### src/rtl/decode_stage.sv
// decode_stage: RV32I decode/issue stage feeding the ALU32 execute block.
//
// Decodes one instruction per inst_valid/inst_ready handshake, reads its
// operands from a 32x32 register file (write-first against the writeback
// port), and hands {ex_op, ex_in0, ex_in1, ex_rd} to the ALU through a
// registered ex_valid/ex_ready slot. A busy bit per register tracks
// in-flight destinations so RAW and WAW hazards stall issue.
//
// Handshake semantics (both ports): a transfer happens on a rising clk edge
// where valid && ready are both high. A producer never waits on ready
// before raising valid, and holds its payload stable until the transfer.
// inst_ready is combinational and may depend on inst.
//
// Ports:
//   clk, rst                  clock, synchronous active-high reset
//   inst_valid/inst_ready     instruction handshake, inst = RV32I word
//   wb_en, wb_rd, wb_data     writeback; always accepted, no backpressure
//   ex_valid/ex_ready         ALU operand handshake
//   ex_in0, ex_in1, ex_op     ALU operands and 4-bit opcode
//   ex_rd                     destination register (0 = no write)
//   illegal                   one-cycle pulse after an unsupported inst is accepted
module decode_stage (
    input  logic        clk,
    input  logic        rst,
    input  logic        inst_valid,
    output logic        inst_ready,
    input  logic [31:0] inst,
    input  logic        wb_en,
    input  logic [4:0]  wb_rd,
    input  logic [31:0] wb_data,
    output logic        ex_valid,
    input  logic        ex_ready,
    output logic [31:0] ex_in0,
    output logic [31:0] ex_in1,
    output logic [3:0]  ex_op,
    output logic [4:0]  ex_rd,
    output logic        illegal
);
    localparam logic [3:0] OP_AND = 4'b0000;
    localparam logic [3:0] OP_OR  = 4'b0001;
    localparam logic [3:0] OP_ADD = 4'b0010;
    localparam logic [3:0] OP_SUB = 4'b0011;
    localparam logic [3:0] OP_SRA = 4'b0100;
    localparam logic [3:0] OP_SRL = 4'b0110;
    localparam logic [3:0] OP_SLL = 4'b0111;
    localparam logic [3:0] OP_LUI = 4'b1000;

    localparam logic [6:0] OPC_OP  = 7'b0110011;
    localparam logic [6:0] OPC_IMM = 7'b0010011;
    localparam logic [6:0] OPC_LUI = 7'b0110111;

    localparam logic [6:0] F7_BASE = 7'b0000000;
    localparam logic [6:0] F7_ALT  = 7'b0100000;

    logic [31:0] regs [32];
    // Bit 0 is never set, so x0 can never cause a stall.
    logic [31:0] busy;

    logic [6:0]  opcode;
    logic [4:0]  rd;
    logic [2:0]  funct3;
    logic [4:0]  rs1;
    logic [4:0]  rs2;
    logic [6:0]  funct7;
    logic [31:0] imm_i;

    assign opcode = inst[6:0];
    assign rd     = inst[11:7];
    assign funct3 = inst[14:12];
    assign rs1    = inst[19:15];
    assign rs2    = inst[24:20];
    assign funct7 = inst[31:25];
    assign imm_i  = {{20{inst[31]}}, inst[31:20]};

    // Write-first reads: a same-cycle writeback to the source wins.
    logic [31:0] rs1_val;
    logic [31:0] rs2_val;
    assign rs1_val = (rs1 == 5'd0) ? 32'd0 :
                     (wb_en && wb_rd == rs1) ? wb_data : regs[rs1];
    assign rs2_val = (rs2 == 5'd0) ? 32'd0 :
                     (wb_en && wb_rd == rs2) ? wb_data : regs[rs2];

    // A register is pending if busy and not being retired this very cycle.
    logic rs1_pend;
    logic rs2_pend;
    logic rd_pend;
    assign rs1_pend = busy[rs1] && !(wb_en && wb_rd == rs1);
    assign rs2_pend = busy[rs2] && !(wb_en && wb_rd == rs2);
    assign rd_pend  = busy[rd]  && !(wb_en && wb_rd == rd);

    logic        legal;
    logic        use_rs1;
    logic        use_rs2;
    logic [3:0]  dec_op;
    logic [31:0] dec_in0;
    logic [31:0] dec_in1;

    always_comb begin
        legal   = 1'b0;
        use_rs1 = 1'b0;
        use_rs2 = 1'b0;
        dec_op  = OP_AND;
        dec_in0 = rs1_val;
        dec_in1 = 32'd0;
        case (opcode)
            OPC_OP: begin
                use_rs1 = 1'b1;
                use_rs2 = 1'b1;
                dec_in1 = rs2_val;
                if (funct7 == F7_BASE && funct3 == 3'b000) begin
                    legal = 1'b1;
                    dec_op = OP_ADD;
                end else if (funct7 == F7_ALT && funct3 == 3'b000) begin
                    legal = 1'b1;
                    dec_op = OP_SUB;
                end else if (funct7 == F7_BASE && funct3 == 3'b111) begin
                    legal = 1'b1;
                    dec_op = OP_AND;
                end else if (funct7 == F7_BASE && funct3 == 3'b110) begin
                    legal = 1'b1;
                    dec_op = OP_OR;
                end
            end
            OPC_IMM: begin
                use_rs1 = 1'b1;
                case (funct3)
                    3'b000: begin legal = 1'b1; dec_op = OP_ADD; dec_in1 = imm_i; end
                    3'b111: begin legal = 1'b1; dec_op = OP_AND; dec_in1 = imm_i; end
                    3'b110: begin legal = 1'b1; dec_op = OP_OR;  dec_in1 = imm_i; end
                    // Only single-bit shifts exist in ALU32; in1 stays 0.
                    3'b001: begin
                        if (funct7 == F7_BASE && rs2 == 5'd1) begin
                            legal = 1'b1;
                            dec_op = OP_SLL;
                        end
                    end
                    3'b101: begin
                        if (funct7 == F7_BASE && rs2 == 5'd1) begin
                            legal = 1'b1;
                            dec_op = OP_SRL;
                        end else if (funct7 == F7_ALT && rs2 == 5'd1) begin
                            legal = 1'b1;
                            dec_op = OP_SRA;
                        end
                    end
                    default: ;
                endcase
            end
            OPC_LUI: begin
                legal   = 1'b1;
                dec_op  = OP_LUI;
                dec_in0 = {12'd0, inst[31:12]};
            end
            default: ;
        endcase
    end

    // Illegal encodings have no operands, so they never stall on hazards.
    logic hazard;
    logic accept;
    assign hazard = legal && ((use_rs1 && rs1_pend) ||
                              (use_rs2 && rs2_pend) || rd_pend);
    assign inst_ready = !hazard && (!ex_valid || ex_ready);
    assign accept     = inst_valid && inst_ready;

    always_ff @(posedge clk) begin
        if (rst) begin
            for (int i = 0; i < 32; i++) begin
                regs[i] <= 32'd0;
            end
            busy     <= 32'd0;
            ex_valid <= 1'b0;
            ex_in0   <= 32'd0;
            ex_in1   <= 32'd0;
            ex_op    <= OP_AND;
            ex_rd    <= 5'd0;
            illegal  <= 1'b0;
        end else begin
            if (wb_en && wb_rd != 5'd0) begin
                regs[wb_rd] <= wb_data;
                busy[wb_rd] <= 1'b0;
            end
            // Later assignment: a same-index set overrides the clear above.
            if (accept && legal && rd != 5'd0) begin
                busy[rd] <= 1'b1;
            end

            if (accept && legal) begin
                ex_valid <= 1'b1;
                ex_in0   <= dec_in0;
                ex_in1   <= dec_in1;
                ex_op    <= dec_op;
                ex_rd    <= rd;
            end else if (ex_ready) begin
                ex_valid <= 1'b0;
            end

            illegal <= accept && !legal;
        end
    end
endmodule

### config.mk
export PLATFORM = sky130hd
export DESIGN_NAME = decode_stage
export DESIGN_NICKNAME = d
export VERILOG_FILES = /design/src/rtl/decode_stage.sv
export SDC_FILE = /design/constraint.sdc
export NUM_CORES = 2
export LEC_CHECK = 0
export BUFFER_PORTS_ARGS = -buffer_cell sky130_fd_sc_hd__buf_2
export CAP_MARGIN = 20
export CORE_UTILIZATION = 50
export CTS_BUF_LIST = sky130_fd_sc_hd__clkbuf_16
export DETAILED_ROUTE_END_ITERATION = 12
export HOLD_SLACK_MARGIN = 0.15
export PLACE_DENSITY = 0.67
export SETUP_SLACK_MARGIN = 0.5
export SYNTH_ARGS = -nofsm -noshare
export SYNTH_HDL_FRONTEND = slang
export SYNTH_SLANG_ARGS = --single-unit
export TNS_END_PERCENT = 5
### constraint.sdc
create_clock -name clk -period 5.05 [get_ports clk]
set_clock_uncertainty 0.2 [all_clocks]
set_input_delay 0 -clock clk [delete_from_list [all_inputs] [get_ports clk]]
set_output_delay 0 -clock clk [all_outputs]
set_load 0.01 [all_outputs]
==> results.md <==
Run status:
- The flow ran to the end, and the final reports show no timing, DRC or antenna violations.

Route:
- The met2 wire length is 95500 um.
- The sum of routed wire segments on met1 is 79600 um.
- The total met3 wirelength after detailed routing is 34100 um.
- The detailed router used layers up to and including met5.
- The per-cell routed wire length is 35.0 um.
- The routed layout has 44482 vias.
- The count of nets left with antenna violations once routing finished came out at 0.
- The per-cell via count in the routed design is 7.09.
- The number of iterations in the first detailed-routing pass is 6.
- For this block, the initial DRC count from the detailed router was 7318.
- For this run, design rule violations remaining after detail routing come to 0.
- The detailed-route wire length is 220000 um.

Logic synthesis:
- Synthesis handed over a netlist of 4454 instances.
- The post-synthesis sequential element count is 1131.
- The number of flops mapped to enable cells by yosys is 1024.
- The average size of a mapped cell is 13.6 um^2.
- The number of distinct library cells after synthesis is 70.
- The leading area contributor after synthesis is sky130_fd_sc_hd__edfxtp_1.
- The prevailing post-synth register cell is sky130_fd_sc_hd__edfxtp_1.
- The cell area after synthesis is 60600 um^2.
- The share of synthesized area in the top cell type comes to 0.507.
- Counting flops with an async set or reset pin after synthesis yields a share of 0.
- The count of warnings emitted by yosys is 0.
- Of the synthesized area, sequential elements account for 0.542.
- Ranked by total cell area, the synthesized netlist is headed by sky130_fd_sc_hd__edfxtp_1 51%, sky130_fd_sc_hd__mux4_2 16%, sky130_fd_sc_hd__and2_1 6.6%.

Critical path:
- Data on the critical path is required at its endpoint by 5.54 ns.
- The worst setup path is captured at a register.
- Along the worst path, the maximum fanout reaches 27.
- The worst setup path category is in2reg.
- The worst-case register-to-register setup slack is 1.60 ns.
- The startpoint type of the worst setup path is an input port.
- The worst path arrival time is 4.79 ns.
- The end of the worst register-to-register path is ex_in0[11].
- The cell count of the worst reg-to-reg path is 7.
- The worst reg2reg path startpoint is busy[14].
- Tracing the worst setup path back leads to its startpoint at inst[18].

Global route:
- The first-pass GRT wire length is 310000 um.
- The maximum number of pins on one net before global-route repair is 92.
- The number of antenna violations at the first check in global routing was 9.
- For this run the aggregate overflow at the end of global routing stands at 0.
- The number of global-route vias before repair is 42398.
- The all-layer global routing usage is 0.354.

Placed design:
- The half-perimeter wire length after detailed placement is 136000 um.
- The total cell area at the placement stage is 63400 um^2.
- The count of buffers inserted at the top-level ports is 149.
- At the end of routability-driven placement, the weighted congestion stood at 0.968.

Final layout:
- The post-layout instance area is 68500 um^2.
- Fill cells in the final layout number 9415.
- Measured on the finished design, the core utilization comes to 0.570.
- Relative to the synthesized area, the layout overhead comes to 12.9%.
- The area of combinational cells with multiple inputs is 26100 um^2.
- The net count of the finished layout is 4625.
- In the final layout, the share of cells above drive strength 1 is 0.241.
- The sequential cell area in the final layout is 32900 um^2.

Clock network:
- The quantity of hold-fixing buffers added after cts is 126.
- The buffer levels on the longest clock path is 3.
- The library cell used as clock root buffer is sky130_fd_sc_hd__clkbuf_16.
- In this run the post-CTS setup repair buffer count came out at 0.
- CTS saw 1131 sinks.
- The CTS H-tree depth is 3.
- The number of gates resized after cts is 0.
- The insertion delay of the later-clocked pin in the worst-skew pair is 0.74 ns.
- TritonCTS built the clock tree.
- After clock tree synthesis, the clock-pin slew on the worst setup and hold paths is 0.06 ns.
- In this run, CTS created clock tree buffers numbering 115.

Die:
- The number of rows in the core area is 127.
- The starting density of the core is 0.505.
- The height of the die is 350 um.
- The area of the die is 123000 um^2.
- The floorplan step defined a core boundary enclosing 120000 um^2.
- For this design the top-level I/O count stands at 150.
- The die is 350 um wide.

Timing:
- The share of the clock period used by the worst path is 0.852.
- Setup total negative slack on the finished layout was measured at 0 ns.
- Setup repair after global routing left no endpoint under its margin.
- Static timing analysis puts the maximum clock frequency at 233 MHz.
- Setup violations remaining at the end of the flow were counted as 0.
- The count of pins over their slew limit came to 0.
- The number of endpoints with negative hold slack in the final report came to 0.
- The worst-case headroom to the max-slew limit is 0.127.
- The transition time at the pin with the least slew margin is 1.31 ns.
- The smallest clock period supported by the final layout is computed as 4.30 ns.

Flow run:
- The tool flagged a number of max-cap violations equal to 0.

Hold path:
- The min-delay analysis places its worst path in the category in2reg.
- The startpoint of the tightest hold check path is inst[15].
- The end of the worst hold path is ex_in0[22].
- Counting instances, the worst hold path has a depth of 6.

Power:
- The power per unit of standard cell area is 326 nW/um^2.
- The analysis attributes to cell leakage a power of 23.5 nW.
- IR analysis of the VDD net gives a maximum drop of 0.293 mV.
[through the flow]
| stage | hold WS (ns) | instances | power (mW) | setup WS (ns) |
|---|---|---|---|---|
| 6_report | 0.160 | 6270 | 22.3 | 0.750 |
| 5_1_grt | 0.209 | 6263 | 22.7 | 0.839 |
| 4_1_cts | 0.153 | 6258 | 22.2 | 1.04 |
| 3_5_place_dp | 0.118 | 5916 | 13.7 | 1.06 |
| 3_3_place_gp | 0.130 | 5913 | 13.7 | 1.04 |
| 2_1_floorplan | -0.0501 | 4485 | 12.7 | 0.793 |
[metal layers]
layer  vias up  global-route usage
met4        12               0.146
met2      3800               0.520
li1      17642                   -
met3       694               0.124
met1     22334               0.479
met5         -             0.00157
[critical path: stages]
cell and delay, ns:
sky130_fd_sc_hd__dlygate4sd3_1 0.54, sky130_fd_sc_hd__buf_2 0.84, sky130_fd_sc_hd__buf_4 0.45, sky130_fd_sc_hd__nor3_2 0.10, sky130_fd_sc_hd__buf_4 0.24, sky130_fd_sc_hd__a21oi_4 0.53
sky130_fd_sc_hd__buf_4 0.37, sky130_fd_sc_hd__a32oi_1 0.14, sky130_fd_sc_hd__dlygate4sd3_1 0.61, sky130_fd_sc_hd__a21oi_1 0.19, sky130_fd_sc_hd__dlygate4sd3_1 0.60, sky130_fd_sc_hd__mux2_2 0.15
[how the worst max path moves through the flow]
stage,to,cells after the start
finish,ex_in0[0],12
global route,ex_in0[0],12
CTS,ex_in0[0],12
detailed placement,ex_in0[0],9
global placement,ex_in0[0],9
floorplan,regs[13][0],7
[cells by family after synthesis]
kind of cell / count (synthesis) / share of synthesized area
compound gates: 559 / 0.0670
buf+inv: 533 / 0.0372
flops: 1131 / 0.542
simple gates: 1453 / 0.135
xor+xnor: 15 / 0.00217
other cells: 1 / 0.0000618
mux: 762 / 0.216
[power breakdown]
group          leakage [nW]  internal (mW)  switching (mW)  total (mW)
clock                  1.91           4.77            3.80        8.58
sequential             10.6           10.7           0.249        10.9
combinational          11.0           1.04            1.76        2.80
total                  23.5           16.5            5.81        22.3
[placed cells by master, fill, tap and decap left out, types with 48 or more instances in the layout]
cell type	synthesis	layout
sky130_fd_sc_hd__edfxtp_1	1024	1024
sky130_fd_sc_hd__and2_1	635	634
sky130_fd_sc_hd__mux4_2	428	428
sky130_fd_sc_hd__nor3_1	300	292
sky130_fd_sc_hd__mux2i_1	224	224
sky130_fd_sc_hd__buf_4	30	157
sky130_fd_sc_hd__buf_2	59	141
sky130_fd_sc_hd__nand2_1	146	138
sky130_fd_sc_hd__dlygate4sd3_1	0	126
sky130_fd_sc_hd__clkbuf_16	0	118
sky130_fd_sc_hd__mux2_2	110	110
sky130_fd_sc_hd__dfxtp_1	107	107
sky130_fd_sc_hd__nor4_1	92	90
sky130_fd_sc_hd__o21ai_0	91	76
sky130_fd_sc_hd__a22oi_1	70	70
sky130_fd_sc_hd__nor2b_1	66	63
sky130_fd_sc_hd__a21oi_1	50	49
sky130_fd_sc_hd__nor2_1	69	48
[cell usage after synthesis (30+ instances only)]
master	n
sky130_fd_sc_hd__o221ai_1	32
sky130_fd_sc_hd__a21oi_1	50
sky130_fd_sc_hd__nor2_1	69
sky130_fd_sc_hd__mux2i_1	224
sky130_fd_sc_hd__nor2b_1	66
sky130_fd_sc_hd__mux2_2	110
sky130_fd_sc_hd__nor4_1	92
sky130_fd_sc_hd__clkbuf_1	361
sky130_fd_sc_hd__buf_1	42
sky130_fd_sc_hd__buf_2	59
sky130_fd_sc_hd__a22oi_1	70
sky130_fd_sc_hd__o211ai_1	33
sky130_fd_sc_hd__edfxtp_1	1024
sky130_fd_sc_hd__nor3_1	300
sky130_fd_sc_hd__o21ai_0	91
sky130_fd_sc_hd__nand3_1	50
sky130_fd_sc_hd__a221oi_1	42
sky130_fd_sc_hd__nand2_1	146
sky130_fd_sc_hd__and2_1	635
sky130_fd_sc_hd__o31ai_1	46
sky130_fd_sc_hd__dfxtp_1	107
sky130_fd_sc_hd__mux4_2	428
sky130_fd_sc_hd__buf_4	30
[registers in the layout (all words and copies together), names as in the netlist]
register / cells
ex_in1: 32
illegal: 1
ex_op: 4
ex_valid: 1
ex_in0: 32
regs: 1024
ex_rd: 5
busy: 32
[layout make-up]
cell class                      instances  area share
Clock inverter                         98      0.0109
Inverter                               32     0.00179
Sequential cell                      1131       0.480
Timing Repair Buffer                  450      0.0526
Clock buffer                          118      0.0431
Tap cell                             1612      0.0295
Antenna cell                            8    0.000292
Multi-Input combinational cell       2821       0.381
(Power assumes the default switching activity.)
